File: src/rtl/pd_dbg_seq_pkg.sv
`default_nettype none
// ============================================================================
// Module      : pd_dbg_seq_pkg
// Description : Shared types and constants for the PD debug capture sequencer:
//               capture mode, FSM state encoding and enable-register values.
// Revision    : 1.0 - initial release
// ============================================================================
package pd_dbg_seq_pkg;

    // Capture mode as seen by the FSM (raw code 3 folds onto FIRST)
    typedef enum logic [1:0] {
        MODE_FIRST   = 2'd0,
        MODE_TRIGGER = 2'd1,
        MODE_LAST    = 2'd2
    } mode_t;

    typedef enum logic [2:0] {
        ST_IDLE    = 3'd0,
        ST_CLEAR   = 3'd1,
        ST_WAIT    = 3'd2,
        ST_FREEZE  = 3'd3,
        ST_SETTLE  = 3'd4,
        ST_PRESENT = 3'd5,
        ST_DONE    = 3'd6
    } state_t;

    // Capture-block enable register {last_en, trig_en, capture_en, en}
    localparam logic [3:0] EN_OFF   = 4'b0000;
    localparam logic [3:0] EN_CLEAR = 4'b0001;
    localparam logic [3:0] EN_FIRST = 4'b0011;
    localparam logic [3:0] EN_TRIG  = 4'b0111;
    localparam logic [3:0] EN_LAST  = 4'b1011;
    localparam logic [3:0] EN_HOLD  = 4'b0001;

    // Map the raw configuration code onto a capture mode
    function automatic mode_t decode_mode(input logic [1:0] raw);
        case (raw)
            2'd1:    return MODE_TRIGGER;
            2'd2:    return MODE_LAST;
            default: return MODE_FIRST;
        endcase
    endfunction

endpackage
`default_nettype wire

File: src/rtl/pd_dbg_seq_timer.sv
`default_nettype none
// ============================================================================
// Module      : pd_dbg_seq_timer
// Description : Loadable down-counter. Loading N makes o_expired rise on the
//               N-th decrement cycle after the load; loading 0 never expires.
// Revision    : 1.0 - initial release
// ============================================================================
module pd_dbg_seq_timer #(
    parameter int TO_W = 16
) (
    input  logic            clk,
    input  logic            rst,
    input  logic            i_load,
    input  logic [TO_W-1:0] i_load_val,
    input  logic            i_dec,
    output logic            o_expired
);

    logic [TO_W-1:0] r_cnt;
    logic            r_active;

    // Counter holds (remaining cycles - 1); a zero load leaves it inactive
    always_ff @(posedge clk) begin
        if (rst) begin
            r_cnt    <= '0;
            r_active <= 1'b0;
        end else if (i_load) begin
            r_cnt    <= i_load_val - TO_W'(1);
            r_active <= (i_load_val != '0);
        end else if (i_dec && (r_cnt != '0)) begin
            r_cnt    <= r_cnt - TO_W'(1);
        end
    end

    assign o_expired = r_active && (r_cnt == '0);

endmodule
`default_nettype wire

File: src/rtl/pd_debug_capture_seq.sv
`default_nettype none
// ============================================================================
// Module      : pd_debug_capture_seq
// Description : Arms the PD capture block, waits for a capture match or a
//               timeout, freezes the capture and streams every 32b word of
//               the captured PD out on a valid/ready port.
// Revision    : 1.0 - initial release
// ============================================================================
module pd_debug_capture_seq
    import pd_dbg_seq_pkg::*;
#(
    parameter  int PD_WIDTH    = 100,
    parameter  int MUX_LATENCY = 2,
    parameter  int TO_W        = 16,
    localparam int NUM_WORDS   = (PD_WIDTH + 31) / 32,
    localparam int SEL_W       = (NUM_WORDS > 1) ? $clog2(NUM_WORDS) : 1
) (
    input  logic             clk,
    input  logic             rst,
    input  logic             start_i,
    input  logic             abort_i,
    input  logic [1:0]       cfg_mode_i,
    input  logic [TO_W-1:0]  cfg_timeout_i,
    input  logic             capture_match_i,
    input  logic [31:0]      pd_word_i,
    output logic [3:0]       en_reg_o,
    output logic [SEL_W-1:0] word_sel_o,
    output logic             rd_valid_o,
    output logic [31:0]      rd_data_o,
    output logic             rd_last_o,
    input  logic             rd_ready_i,
    output logic             busy_o,
    output logic             done_o,
    output logic             timeout_o
);

    localparam logic [SEL_W-1:0] c_last_sel = SEL_W'(NUM_WORDS - 1);

    state_t          r_state, w_state_next;
    mode_t           r_mode;
    logic [TO_W-1:0] r_cfg_timeout;
    logic            r_seen;
    logic [SEL_W-1:0] r_word_sel;
    logic [31:0]     r_rd_data;
    logic            r_timeout;

    logic            w_start_acc, w_set_seen, w_set_timeout;
    logic            w_sel_clr, w_sel_inc, w_data_load;
    logic            w_tmr_load, w_tmr_dec, w_tmr_expired;
    logic [TO_W-1:0] w_tmr_val;

    // One timer serves both the capture wait limit and the word-select settle delay
    pd_dbg_seq_timer #(.TO_W(TO_W)) u_timer (
        .clk        (clk),
        .rst        (rst),
        .i_load     (w_tmr_load),
        .i_load_val (w_tmr_val),
        .i_dec      (w_tmr_dec),
        .o_expired  (w_tmr_expired)
    );

    // Next-state, datapath strobes and state-decoded outputs
    always_comb begin
        w_state_next  = r_state;
        w_start_acc   = 1'b0;
        w_set_seen    = 1'b0;
        w_set_timeout = 1'b0;
        w_sel_clr     = 1'b0;
        w_sel_inc     = 1'b0;
        w_data_load   = 1'b0;
        w_tmr_load    = 1'b0;
        w_tmr_dec     = 1'b0;
        w_tmr_val     = '0;
        en_reg_o      = EN_OFF;
        rd_valid_o    = 1'b0;
        rd_last_o     = 1'b0;
        done_o        = 1'b0;

        case (r_state)
            ST_IDLE: begin
                if (start_i) begin
                    w_start_acc  = 1'b1;
                    w_state_next = ST_CLEAR;
                end
            end
            ST_CLEAR: begin
                // capture_en low for a cycle clears the block's sticky captured flag
                en_reg_o     = EN_CLEAR;
                w_tmr_load   = 1'b1;
                w_tmr_val    = r_cfg_timeout;
                w_state_next = ST_WAIT;
            end
            ST_WAIT: begin
                case (r_mode)
                    MODE_TRIGGER: en_reg_o = EN_TRIG;
                    MODE_LAST:    en_reg_o = EN_LAST;
                    default:      en_reg_o = EN_FIRST;
                endcase
                w_tmr_dec = 1'b1;
                if (capture_match_i) begin
                    // A match beats a coincident timeout; in LAST it counts as seen
                    if (r_mode == MODE_LAST) begin
                        w_set_seen = 1'b1;
                        if (w_tmr_expired) w_state_next = ST_FREEZE;
                    end else begin
                        w_state_next = ST_FREEZE;
                    end
                end else if (w_tmr_expired) begin
                    if ((r_mode == MODE_LAST) && r_seen) begin
                        w_state_next = ST_FREEZE;
                    end else begin
                        w_set_timeout = 1'b1;
                        w_state_next  = ST_IDLE;
                    end
                end
            end
            ST_FREEZE: begin
                en_reg_o     = EN_HOLD;
                w_sel_clr    = 1'b1;
                w_tmr_load   = 1'b1;
                w_tmr_val    = TO_W'(MUX_LATENCY);
                w_state_next = ST_SETTLE;
            end
            ST_SETTLE: begin
                en_reg_o  = EN_HOLD;
                w_tmr_dec = 1'b1;
                if (w_tmr_expired) begin
                    w_data_load  = 1'b1;
                    w_state_next = ST_PRESENT;
                end
            end
            ST_PRESENT: begin
                en_reg_o   = EN_HOLD;
                rd_valid_o = 1'b1;
                rd_last_o  = (r_word_sel == c_last_sel);
                if (rd_ready_i) begin
                    if (r_word_sel == c_last_sel) begin
                        w_state_next = ST_DONE;
                    end else begin
                        w_sel_inc    = 1'b1;
                        w_tmr_load   = 1'b1;
                        w_tmr_val    = TO_W'(MUX_LATENCY);
                        w_state_next = ST_SETTLE;
                    end
                end
            end
            ST_DONE: begin
                en_reg_o     = EN_HOLD;
                done_o       = 1'b1;
                w_state_next = ST_IDLE;
            end
            default: w_state_next = ST_IDLE;
        endcase

        // Abort overrides everything, including a simultaneous start
        if (abort_i) begin
            w_state_next  = ST_IDLE;
            w_start_acc   = 1'b0;
            w_set_seen    = 1'b0;
            w_set_timeout = 1'b0;
            w_sel_clr     = 1'b0;
            w_sel_inc     = 1'b0;
            w_data_load   = 1'b0;
            w_tmr_load    = 1'b0;
        end
    end

    // State register
    always_ff @(posedge clk) begin
        if (rst) r_state <= ST_IDLE;
        else     r_state <= w_state_next;
    end

    // Configuration latch, match/timeout flags, word select and readout data
    always_ff @(posedge clk) begin
        if (rst) begin
            r_mode        <= MODE_FIRST;
            r_cfg_timeout <= '0;
            r_seen        <= 1'b0;
            r_timeout     <= 1'b0;
            r_word_sel    <= '0;
            r_rd_data     <= '0;
        end else begin
            if (w_start_acc) begin
                r_mode        <= decode_mode(cfg_mode_i);
                r_cfg_timeout <= cfg_timeout_i;
                r_seen        <= 1'b0;
                r_timeout     <= 1'b0;
            end
            if (w_set_seen)    r_seen    <= 1'b1;
            if (w_set_timeout) r_timeout <= 1'b1;
            if (w_sel_clr)      r_word_sel <= '0;
            else if (w_sel_inc) r_word_sel <= r_word_sel + SEL_W'(1);
            if (w_data_load)   r_rd_data <= pd_word_i;
        end
    end

    assign word_sel_o = r_word_sel;
    assign rd_data_o  = r_rd_data;
    assign busy_o     = (r_state != ST_IDLE);
    assign timeout_o  = r_timeout;

endmodule
`default_nettype wire

File: config.mk
export PLATFORM = sky130hd
export DESIGN_NAME = pd_debug_capture_seq
export DESIGN_NICKNAME = d
export VERILOG_FILES = /design/src/rtl/pd_dbg_seq_pkg.sv /design/src/rtl/pd_dbg_seq_timer.sv /design/src/rtl/pd_debug_capture_seq.sv
export SDC_FILE = /design/constraint.sdc
export NUM_CORES = 1
export LEC_CHECK = 0
export CORE_ASPECT_RATIO = 0.7
export CORE_UTILIZATION = 45
export CTS_CLUSTER_DIAMETER = 40
export CTS_CLUSTER_SIZE = 40
export DETAILED_ROUTE_END_ITERATION = 16
export PLACE_DENSITY = 0.81
export SLEW_MARGIN = 40
export SYNTH_ARGS = -nofsm -noshare
export SYNTH_HDL_FRONTEND = slang
export SYNTH_SLANG_ARGS = --single-unit
File: constraint.sdc
create_clock -name clk -period 4.1 [get_ports clk]
set_input_delay 0.41 -clock clk [delete_from_list [all_inputs] [get_ports clk]]
set_output_delay 0.41 -clock clk [all_outputs]
set_load 0.02 [all_outputs]
==> results_dict.tcl <==
set metrics [dict create \
    status "finished, final reports clean" \
    finalClockSkew_ns 0.00710 \
    final_nets 612 \
    setup_viol 0 \
    io-pin-count 99 \
    hpwl_um 7570 \
    drv_slew 0 \
    ir_worst_vdd_uv 276 \
    cts_max_level 3 \
    wl_per_cell_um 16.1 \
    syn2layout_area_growth_pct 36.4 \
    numCtsBuffers 9 \
    final_core_util_pct 65.1 \
    synth.distinct_cells 58 \
    core_area_mm2 0.00751 \
    min_from "rd_data_o[2]" \
    antenna_found_initial 0 \
    p_leak_nw 1.69 \
    clock_sinks 74 \
    cts-root-buf "clkbuf_16" \
    final_common_cell "nand2_1" \
    syn_avg_cell_area_um2 7.60 \
    worst_pin_slew_ns 0.797 \
    finalHoldViolCount 0 \
    syn_area_mm2 0.00359 \
    num_rows 26 \
    r2r-start "r_state[0]" \
    syn_inst 472 \
    vias_per_cell 5.65 \
    gr-total-overflow 0 \
    stdcell_count 657 \
    place_congestion 0.916 \
    fmax_mhz 312 \
    synth-warning-count 0 \
    cap_violations 0 \
    cp_data_required_time_ns 4.29 \
    drive_gt1_share_pct 5.55 \
    p_per_area_mw_per_mm2 379 \
    synth_edf_count 0 \
    grt_start_max_net_pins 44 \
    gr-usage-all-layers_pct 26.7 \
    hold_buffers 0 \
    critPathLaunchType "input pin" \
    slew_headroom_pct 46.7 \
    crit_fanout 13 \
    dieArea_mm2 0.00834 \
    grt_pass1_wl_um 17400 \
    drc 0 \
    start_util_pct 47.7 \
    drtPass1Iterations 5 \
    drtAntennaViolNets 0 \
    crit_type "in -> reg" \
    synthFlopType "dfxtp_1" \
    hp-class "reg -> reg" \
    synth_nets 530 \
    portBuffers 98 \
    die_h_um 76.7 \
    dpl.cell_count 641 \
    post_cts_resized 0 \
    place_area_mm2 0.00459 \
    cts_tree "built" \
    drt-initial-drc-count 343 \
    layout_common_cells "nand2_1, clkdlybuf4s50_1, dfxtp_1, a21oi_1, nor2_1" \
    cp-startpoint "abort_i" \
    routed-via-count 3714 \
    clk_pin_slew_worst_paths_ns 0.06 \
    wl_um 10600 \
    yosysSeqAreaShare_pct 41.3 \
    insertedDiodeCount 0 \
    async_flop_share_pct 0 \
    cts_buffer_depth 2 \
    endpoint_kind "register" \
    crit_arrival_ns 3.40 \
    ys_ff_latch 74 \
    stdcell_area_mm2 0.00489 \
    die_x_um 109 \
    finalCritPeriodShare_pct 78.2 \
    rsz0062_at_grt "no" \
    totalNegativeSetupSlack_ns 0 \
    clock_latency_ns 0.34 \
    grt_pass1_vias 3506 \
    layout_min_cycle_time_ns 3.20 \
    cts_setup_buffers 0 \
]
-- final timing paths --
path / depth (start not counted) / to / slack (ns)
worst max register to register: 8 / u_timer.r_cnt[12] / 1.04
worst min-delay path: 2 / rd_data_o[2] / 0.45
worst max-delay path: 9 / u_timer.r_cnt[12] / 0.90
worst min register to register: 2 / rd_data_o[2] / 0.45
-- power by group --
| group | internal (mW) | switching [mW] |
|---|---|---|
| sequential | 0.738 | 0.0274 |
| combinational | 0.139 | 0.144 |
| clock | 0.476 | 0.329 |
| total | 1.35 | 0.500 |
-- synth_stat cells, types with 2 or more instances --
| cell | n | area share, % |
|---|---|---|
| o211ai_1 | 4 | 0.84 |
| a32oi_1 | 3 | 0.73 |
| nor3_1 | 17 | 2.4 |
| nor2_1 | 18 | 1.9 |
| nand2_1 | 118 | 12 |
| o21a_1 | 2 | 0.42 |
| a21oi_1 | 68 | 9.5 |
| o21ai_0 | 13 | 1.8 |
| xnor2_1 | 3 | 0.73 |
| nand2b_1 | 5 | 0.87 |
| a22o_1 | 3 | 0.73 |
| or4_1 | 2 | 0.42 |
| nand4_1 | 3 | 0.52 |
| nand3b_1 | 4 | 0.84 |
| a2bb2oi_1 | 2 | 0.49 |
| inv_1 | 8 | 0.84 |
| nand4b_1 | 2 | 0.49 |
| ha_1 | 2 | 0.70 |
| nor4_1 | 5 | 0.87 |
| o22ai_1 | 5 | 0.87 |
| nor3b_1 | 3 | 0.63 |
| nor2b_1 | 4 | 0.70 |
| a22oi_1 | 7 | 1.5 |
| buf_6 | 2 | 0.63 |
| buf_2 | 13 | 1.8 |
| dfxtp_1 | 74 | 41 |
| nand3_1 | 9 | 1.3 |
| a31oi_1 | 9 | 1.6 |
| o21ai_1 | 3 | 0.42 |
| a211oi_1 | 6 | 1.3 |
| or3_1 | 4 | 0.70 |
| clkbuf_1 | 18 | 1.9 |
| and4_1 | 3 | 0.73 |
| mux2i_1 | 2 | 0.56 |
| and3_1 | 5 | 0.87 |
-- stage by stage --
step,hold slack (ns),power [mW],setup slack (ns)
2_1_floorplan,0.440,0.960,1.28
3_3_place_gp,0.438,1.05,0.752
3_5_place_dp,0.444,1.06,0.629
4_1_cts,0.451,1.86,0.974
5_1_grt,0.474,1.93,0.760
6_report,0.453,1.85,0.895
-- area by class of cell --
type,instances,area (um^2)
flip-flops and latches,74,1480
fillers,639,2630
clock buffers,9,225
repair buffers,105,1040
clock inverters,7,75.1
well taps,98,123
multi-input cells,356,1920
inverters,8,30.0
-- metal layers --
metal | part of all wire (%) | global-route usage [%] | wire length [um]
met4 | 1.1 | 6.49 | 119
met1 | 45 | 37.1 | 4780
met3 | 12 | 11.8 | 1250
met5 | 0 | 0 | 0
met2 | 42 | 37.5 | 4430
-- critical path: stages --
cell	delay, ns
clkdlybuf4s50_1	0.65
nand2b_1	0.26
o311ai_0	0.41
a21boi_0	0.37
ha_1	0.34
o221ai_2	0.22
or4_1	0.56
nand3_1	0.10
a21oi_1	0.08
-- registers in the layout, summed over array words and instances (netlist names) --
signal / flops
u_timer.r_cnt: 16
r_mode: 2
r_cfg_timeout: 16
word_sel_o: 2
rd_data_o: 32
u_timer.r_active: 1
r_seen: 1
r_state: 3
timeout_o: 1
-- cell families after synthesis --
logic type               synth area share (%)
flip-flops                               41.3
AND/OR/NAND/NOR                          28.1
AO/OA/AOI/OAI                            23.0
adder cells (fa/ha/maj)                 0.698
XOR/XNOR                                0.977
buffers and inverters                    5.37
multiplexers                            0.558
Power figures use the tool's default switching activity.
